===== src/rtl/shift_pkg.sv =====
// Shared types and constants for the sequential 32-bit right shifter.
package shift_pkg;

  localparam int XLEN    = 32;
  localparam int SHAMT_W = 5;
  localparam int STAGE_W = 3;

  localparam logic [STAGE_W-1:0] LAST_STAGE = 3'd4;

  typedef enum logic [1:0] {
    IDLE  = 2'd0,
    SHIFT = 2'd1,
    DONE  = 2'd2
  } state_e;

endpackage


===== src/rtl/shift_right_stage.sv =====
// One power-of-two right-shift stage: shifts by 2^stage_i with fill_i when en_i is set.
module shift_right_stage
  import shift_pkg::*;
(
  input  logic [XLEN-1:0]    data_i,
  input  logic               fill_i,
  input  logic [STAGE_W-1:0] stage_i,
  input  logic               en_i,
  output logic [XLEN-1:0]    data_o
);

  // Select the shift distance for the current stage
  always_comb begin
    data_o = data_i;
    if (en_i) begin
      case (stage_i)
        3'd0:    data_o = {{1{fill_i}},  data_i[XLEN-1:1]};
        3'd1:    data_o = {{2{fill_i}},  data_i[XLEN-1:2]};
        3'd2:    data_o = {{4{fill_i}},  data_i[XLEN-1:4]};
        3'd3:    data_o = {{8{fill_i}},  data_i[XLEN-1:8]};
        3'd4:    data_o = {{16{fill_i}}, data_i[XLEN-1:16]};
        default: data_o = data_i;
      endcase
    end else begin
      data_o = data_i;
    end
  end

endmodule


===== src/rtl/shifter_right_seq_32b.sv =====
// Multi-cycle logarithmic right shifter (SRL/SRA), one stage per clock, valid/ready on both sides.
// Optional macro SHIFT_RIGHT_EARLY_EXIT_EN: leave SHIFT once no higher amount bits remain.
module shifter_right_seq_32b
  import shift_pkg::*;
(
  input  logic        clk,
  input  logic        rstn,
  input  logic        in_valid,
  output logic        in_ready,
  input  logic [31:0] in,
  input  logic [4:0]  cntrl,
  input  logic        arith,
  output logic        out_valid,
  input  logic        out_ready,
  output logic [31:0] out
);

  state_e               state_q, state_d;
  logic [XLEN-1:0]      data_q, data_d;
  logic [SHAMT_W-1:0]   amt_q, amt_d;
  logic                 fill_q, fill_d;
  logic [STAGE_W-1:0]   stage_q, stage_d;

  logic [SHAMT_W-1:0]   rest_s;
  logic [XLEN-1:0]      stage_out_s;
  logic                 last_s;

  // rest_s[0] is the amount bit for the current stage; upper bits are still pending
  assign rest_s = amt_q >> stage_q;

  shift_right_stage u_stage (
    .data_i  (data_q),
    .fill_i  (fill_q),
    .stage_i (stage_q),
    .en_i    (rest_s[0]),
    .data_o  (stage_out_s)
  );

`ifdef SHIFT_RIGHT_EARLY_EXIT_EN
  assign last_s = (stage_q == LAST_STAGE) || (rest_s[SHAMT_W-1:1] == 4'd0);
`else
  assign last_s = (stage_q == LAST_STAGE);
`endif

  // Next-state and datapath update for the IDLE/SHIFT/DONE sequence
  always_comb begin
    state_d = state_q;
    data_d  = data_q;
    amt_d   = amt_q;
    fill_d  = fill_q;
    stage_d = stage_q;
    case (state_q)
      IDLE: begin
        if (in_valid) begin
          data_d  = in;
          amt_d   = cntrl;
          fill_d  = arith & in[31];
          stage_d = 3'd0;
          state_d = SHIFT;
        end else begin
          state_d = IDLE;
        end
      end
      SHIFT: begin
        data_d  = stage_out_s;
        stage_d = stage_q + 3'd1;
        if (last_s) begin
          state_d = DONE;
        end else begin
          state_d = SHIFT;
        end
      end
      DONE: begin
        if (out_ready) begin
          state_d = IDLE;
        end else begin
          state_d = DONE;
        end
      end
      default: state_d = IDLE;
    endcase
  end

  // State and datapath registers; reset aborts any in-flight operation
  always_ff @(posedge clk or negedge rstn) begin
    if (!rstn) begin
      state_q <= IDLE;
      data_q  <= 32'd0;
      amt_q   <= 5'd0;
      fill_q  <= 1'b0;
      stage_q <= 3'd0;
    end else begin
      state_q <= state_d;
      data_q  <= data_d;
      amt_q   <= amt_d;
      fill_q  <= fill_d;
      stage_q <= stage_d;
    end
  end

  assign in_ready  = (state_q == IDLE);
  assign out_valid = (state_q == DONE);
  assign out       = data_q;

endmodule


===== config.mk =====
export PLATFORM = sky130hd
export DESIGN_NAME = shifter_right_seq_32b
export DESIGN_NICKNAME = d
export VERILOG_FILES = /design/src/rtl/shift_pkg.sv /design/src/rtl/shift_right_stage.sv /design/src/rtl/shifter_right_seq_32b.sv
export SDC_FILE = /design/constraint.sdc
export NUM_CORES = 1
export LEC_CHECK = 0
export BUFFER_PORTS_ARGS = -buffer_cell sky130_fd_sc_hd__buf_2
export CAP_MARGIN = 20
export CELL_PAD_IN_SITES_DETAIL_PLACEMENT = 1
export CELL_PAD_IN_SITES_GLOBAL_PLACEMENT = 1
export CORE_AREA = 2 2 95 97
export CTS_BUF_LIST = sky130_fd_sc_hd__clkbuf_8
export CTS_CLUSTER_SIZE = 10
export DETAILED_ROUTE_END_ITERATION = 10
export DIE_AREA = 0 0 97 99
export PLACE_DENSITY = 0.9
export SYNTH_ARGS = -nofsm -noshare
export SYNTH_HDL_FRONTEND = slang
export SYNTH_HIERARCHICAL = 1
export SYNTH_SLANG_ARGS = --single-unit
export TNS_END_PERCENT = 10

===== constraint.sdc =====
create_clock -name clk -period 2.5 [get_ports clk]
set_input_delay 0.375 -clock clk [delete_from_list [all_inputs] [get_ports clk]]
set_output_delay 0.375 -clock clk [all_outputs]
set_load 0.05 [all_outputs]

==> flow_metrics.py, run 1 <==
metrics = {
    "placement": {
        "place_worst_setup_slack_ns": 0.200,
        "io_buffers": 75,
        "gp_congestion": 0.938,
        "hpwl_mm": 8.72,
        "placed_cells": 589,
    },
    "die": {
        "fp.dieW_um": 97,
        "initial_core_util_pct": 40.7,
        "floorplan.die_area_um2": 9600,
        "core_area_um2": 8550,
        "ios": 76,
        "core.rowCount": 34,
        "die_h_um": 99,
    },
    "global_route": {
        "gr-usage-all-layers_pct": 25.5,
        "busiest_layer": "met2",
        "grt_max_degree": 53,
        "met2_usage_pct": 43.8,
        "use_met3_pct": 3.90,
        "antenna_found_initial": 0,
        "grt_overflow_total": 0,
        "grt_pass1_vias": 3754,
        "grt_pass1_wl_mm": 19.9,
        "grt_use_met1_pct": 33.8,
    },
    "setup_path": {
        "end_kind": "register",
        "crit_arrival_ns": 2.56,
        "critPathMaxFanout": 26,
        "start_kind": "register",
        "cpMaxStageDelayCell": "dfrtp_2",
        "ff2ff_setup_slack_ns": 0.16,
        "cp_slowest_stage_delay_ns": 0.51,
        "path_cells": "nor2b_1, a211oi_1, o31ai_1, a21boi_4, buf_12, nor2_1, a31oi_1, a22oi_1, o21ai_0",
        "path_buf_inv": 1,
        "criticalPathCategory": "register to register",
        "critPathTopFamily": "compound AO/OA/AOI/OAI gates",
        "crit_required_ns": 2.72,
    },
    "final_layout": {
        "n_antenna_cell": 0,
        "final_cell_mix": "75 x buf_2, 55 x nand2_1, 49 x o21ai_0, 42 x dfrtp_1, 32 x a22oi_1",
        "utilization_pct": 47.1,
        "area_delta_synth_final_pct": 15.8,
        "final_common_cell": "buf_2",
        "final_nets": 532,
        "fin_cells": 597,
        "drive_gt1_share_pct": 26.2,
    },
    "logic_synthesis": {
        "ys_ff_latch": 43,
        "async_reset_ff_share_pct": 100,
        "syn-num-nets": 472,
        "synth_edf_count": 0,
        "synth_area_um2": 3480,
        "ys_warn_count": 6,
        "netlist_instances": 428,
        "seq_area_frac_synth_pct": 30.9,
        "avgSynthCellArea_um2": 8.13,
        "synth_flop_cell": "dfrtp_1",
        "ys_types": 37,
    },
    "timing": {
        "drv_slew": 0,
        "fmax_mhz": 427,
        "min_period_ns": 2.34,
        "rsz0062_at_grt": "no",
        "tightestPinTransition_ns": 0.884,
        "finalSetupViolCount": 0,
        "fin_skew_ns": 0.00430,
        "hold_viol": 0,
        "finalWorstSetupSlack_ns": 0.160,
        "max_slew_margin_pct": 41.0,
        "setup_tns_ns": 0,
        "finalCritPeriodShare_pct": 93.6,
    },
    "clocking": {
        "cts_root_buffer": "clkbuf_8",
        "cts_buffers": 5,
        "h-tree-depth": 2,
        "clk_latency_ns": 0.30,
        "cts.sink_count": 43,
        "clockBufferDepth": 2,
        "clk_pin_slew_worst_paths_ns": 0.09,
        "cts_tree": "yes",
        "cts_setup_buffers": 0,
    },
    "route": {
        "firstDrtPassIters": 5,
        "drt-total-wl_mm": 12.3,
        "antenna_left": 0,
        "wl_per_cell_um": 20.5,
        "drt_iter0_markers": 292,
        "vias": 3723,
        "drc_errors": 0,
        "drt-vias-per-instance": 6.24,
    },
    "job": {
        "maxCapViolCount": 0,
    },
    "run_status": {
        "status": "completed",
    },
    "worst_hold_path": {
        "hp-class": "input pin to async pin",
    },
}
[layout make-up]
type | count | area (um2)
fillers | 1064 | 4520
multi-input cells | 337 | 2130
flip-flops and latches | 43 | 1080
repair buffers | 93 | 536
well taps | 108 | 135
clock buffers | 6 | 82.6
clock inverters | 2 | 35.0
inverters | 8 | 30.0
[state kept, by name, indices dropped and copies added, names as in the netlist]
name	count
out	32
amt_q	5
state_q	2
stage_q	3
fill_q	1
[path summary, 6_finish.rpt]
check                                  startpoint                    to  depth (start not counted)
setup / recovery           stage_q[1]$_DFFE_PN0P_   out[15]$_DFFE_PN0P_                          9
hold / removal                               rstn   out[16]$_DFFE_PN0P_                          1
setup reg to reg           stage_q[1]$_DFFE_PN0P_   out[15]$_DFFE_PN0P_                          9
hold reg to reg              amt_q[2]$_DFFE_PN0P_  amt_q[2]$_DFFE_PN0P_                          1
max in group asynchronous                    rstn    out[3]$_DFFE_PN0P_                          2
min in group clk                         cntrl[4]  amt_q[4]$_DFFE_PN0P_                          2
[cell usage after synthesis (all sizes together) (12+ instances only)]
master / number / area [um2]
dfrtp: 43 / 1080
nor2: 21 / 78.8
buf: 32 / 214
a31oi: 13 / 81.3
nand2: 55 / 206
a211oi: 12 / 90.1
nor2b: 25 / 156
mux2: 19 / 214
o21ai: 56 / 280
a22oi: 32 / 240
o22a: 17 / 149
a21oi: 26 / 130
mux2i: 12 / 120
[worst reg2reg max path: cells and delay by family (launching register included)]
| family | cells | cell delay (ns) |
|---|---|---|
| AND/OR/NAND/NOR | 2 | 0.22 |
| buffers and inverters | 1 | 0.20 |
| flip-flops | 1 | 0.51 |
| AO/OA/AOI/OAI | 6 | 1.33 |
[per-layer routing]
layer	part of all wire [%]	vias up	wire [um]
met5	0	-	0
met4	1.4	0	172
met3	5.3	16	650
met2	50	126	6190
met1	43	1879	5240
li1	-	1702	-
[repair_timing]
item,CTS,global route
hold buffers,0,0
gates resized for setup,0,1
endpoints found under the setup margin,0,1
[cells by family after synthesis]
family	Yosys count	share of synthesized area (%)
adders and majority gates	2	0.719
and+or+nand+nor	119	16.1
muxes	31	9.60
DFF	43	30.9
buffers and inverters	48	7.87
AOI/OAI and AO/OA	185	34.7
[stage by stage]
step | hold WS, ns | instance area [um2]
detailed placement | 0.381 | 3910
global placement | 0.374 | 3910
CTS | 0.0504 | 4030
global route | 0.0554 | 4030
floorplan | 0.0794 | 3480
finish | 0.0368 | 4030
Power of run 1 is left out: the tool's default activity adds up to more than one toggle a clock period on the data nets, which glitch-free logic cannot reach.
==> run 2, diff against run 1 <==
==> constraint.sdc (replaced) <==
create_clock -name clk -period 2.5 [get_ports clk]
set_input_delay 0 -clock clk [delete_from_list [all_inputs] [get_ports clk]]
set_output_delay 0 -clock clk [all_outputs]
set_load 0.05 [all_outputs]
==> run 2 against run 1 <==
Compared with the run above: the flow now finishes with violations (negative hold slack); non-clock buffer count increased by 26; critical path type unchanged; via count rose by 4.2%; critical path depth shrank 2; wire length grew 5.1%; fmax shrank 2.0%; largest cell class unchanged; sequential share of layout area decreased by 1.6 points.
==> flow_metrics.py, run 2 (synthesized netlist as in run 1, its figures left out) <==
metrics = {
    "run_status": {
        "status": "finished with violations",
        "failed_checks": "negative hold slack",
    },
    "die": {
        "initial_core_util_pct": 40.7,
        "core.rowCount": 34,
        "core_area_um2": 8550,
        "fp.dieW_um": 97,
        "ios": 76,
        "floorplan.die_area_um2": 9600,
        "die_h_um": 99,
    },
    "timing": {
        "hold_viol": 1,
        "fmax_mhz": 419,
        "setup_tns_ns": 0,
        "min_period_ns": 2.39,
        "drv_slew": 0,
        "holdWs_ns": -0.00195,
        "finalSetupViolCount": 0,
        "tightestPinTransition_ns": 0.889,
        "max_slew_margin_pct": 40.7,
        "fin_skew_ns": 0.00593,
        "rsz0062_at_grt": "no",
        "finalCritPeriodShare_pct": 95.5,
    },
    "setup_path": {
        "start_kind": "register",
        "cp_slowest_stage_delay_ns": 0.56,
        "path_buf_inv": 1,
        "end_kind": "register",
        "crit_arrival_ns": 2.59,
        "critPathMaxFanout": 29,
        "cpMaxStageDelayCell": "nor2_1",
        "crit_required_ns": 2.70,
        "path_cells": "buf_4, nor2_1, mux2_2, o22ai_1, a21oi_1, a22oi_1, o21ai_1",
        "criticalPathCategory": "register to register",
        "critPathTopFamily": "simple AND/OR/NAND/NOR gates",
    },
    "clocking": {
        "clockBufferDepth": 2,
        "clk_pin_slew_worst_paths_ns": 0.09,
        "cts_root_buffer": "clkbuf_8",
        "cts.sink_count": 43,
        "cts_tree": "yes",
        "cts_buffers": 5,
        "ctsResizeCount": 0,
        "hold_buffers": 27,
        "h-tree-depth": 2,
        "cts_setup_buffers": 0,
        "clk_latency_ns": 0.31,
    },
    "route": {
        "firstDrtPassIters": 5,
        "vias": 3879,
        "drt-vias-per-instance": 6.23,
        "drc_errors": 0,
        "antenna_left": 0,
        "wl_per_cell_um": 20.7,
        "drt-total-wl_mm": 12.9,
        "drt_iter0_markers": 380,
    },
    "global_route": {
        "grt_overflow_total": 0,
        "gr-usage-all-layers_pct": 26.7,
        "grt_max_degree": 53,
        "antenna_found_initial": 0,
        "grt_pass1_wl_mm": 20.8,
        "grt_pass1_vias": 3941,
    },
    "placement": {
        "hpwl_mm": 8.57,
        "gp_congestion": 0.936,
        "io_buffers": 75,
        "placed_cell_area_um2": 3900,
    },
    "final_layout": {
        "n_antenna_cell": 0,
        "final_nets": 558,
        "largest_reg_flops": 32,
        "fillers": 1069,
        "utilization_pct": 50.2,
        "drive_gt1_share_pct": 24.5,
        "area_delta_synth_final_pct": 23.3,
        "multi_input_area_um2": 2130,
        "final_common_cell": "buf_2",
        "final_cell_mix": "75 x buf_2, 55 x nand2_1, 49 x o21ai_0, 42 x dfrtp_1, 32 x a22oi_1",
        "final_area_um2": 4290,
        "ff_latch_area_um2": 1080,
    },
    "worst_hold_path": {
        "hp-class": "input pin to register",
    },
    "job": {
        "maxCapViolCount": 0,
    },
}
==> run 2: worst min-delay path: cells and delay by family <==
kind | cells | cell delay (ns)
buffers and inverters | 1 | 0.08
AOI/OAI and AO/OA | 2 | 0.19
==> run 2: worst paths after layout <==
kind,startpoint,to,cells after the start,slack [ns]
worst max register to register,stage_q[1]$_DFFE_PN0P_,out[30]$_DFFE_PN0P_,7,0.11
worst min register to register,amt_q[4]$_DFFE_PN0P_,amt_q[4]$_DFFE_PN0P_,1,0.53
min in group asynchronous,rstn,out[16]$_DFFE_PN0P_,2,0.23
worst min-delay path,in[6],out[6]$_DFFE_PN0P_,3,-0.002
max in group asynchronous,rstn,fill_q$_DFFE_PN0P_,3,1.57
worst max-delay path,stage_q[1]$_DFFE_PN0P_,out[30]$_DFFE_PN0P_,7,0.11
==> run 2: layout make-up <==
cell class / count / area share (%)
Multi-Input combinational cell: 337 / 49.7
Clock buffer: 6 / 1.92
Sequential cell: 43 / 25.1
Clock inverter: 2 / 0.817
Tap cell: 108 / 3.15
Inverter: 8 / 0.700
Timing Repair Buffer: 119 / 18.6
==> run 2: routing by layer <==
metal / part of all wire, % / GRT usage, % / up-vias
li1: - / - / 1753
met1: 43 / 34.9 / 1938
met2: 50 / 46.4 / 163
met3: 5.6 / 3.62 / 25
met4: 1.7 / 7.91 / 0
met5: 0 / 0 / -
==> run 2: through the flow <==
step           std cells  setup WS (ns)
6_report             623          0.112
3_3_place_gp         588          0.335
5_1_grt              623        0.00807
4_1_cts              623          0.171
3_5_place_dp         588          0.182
2_1_floorplan        428          0.204
Power of run 2 is left out for the same reason.
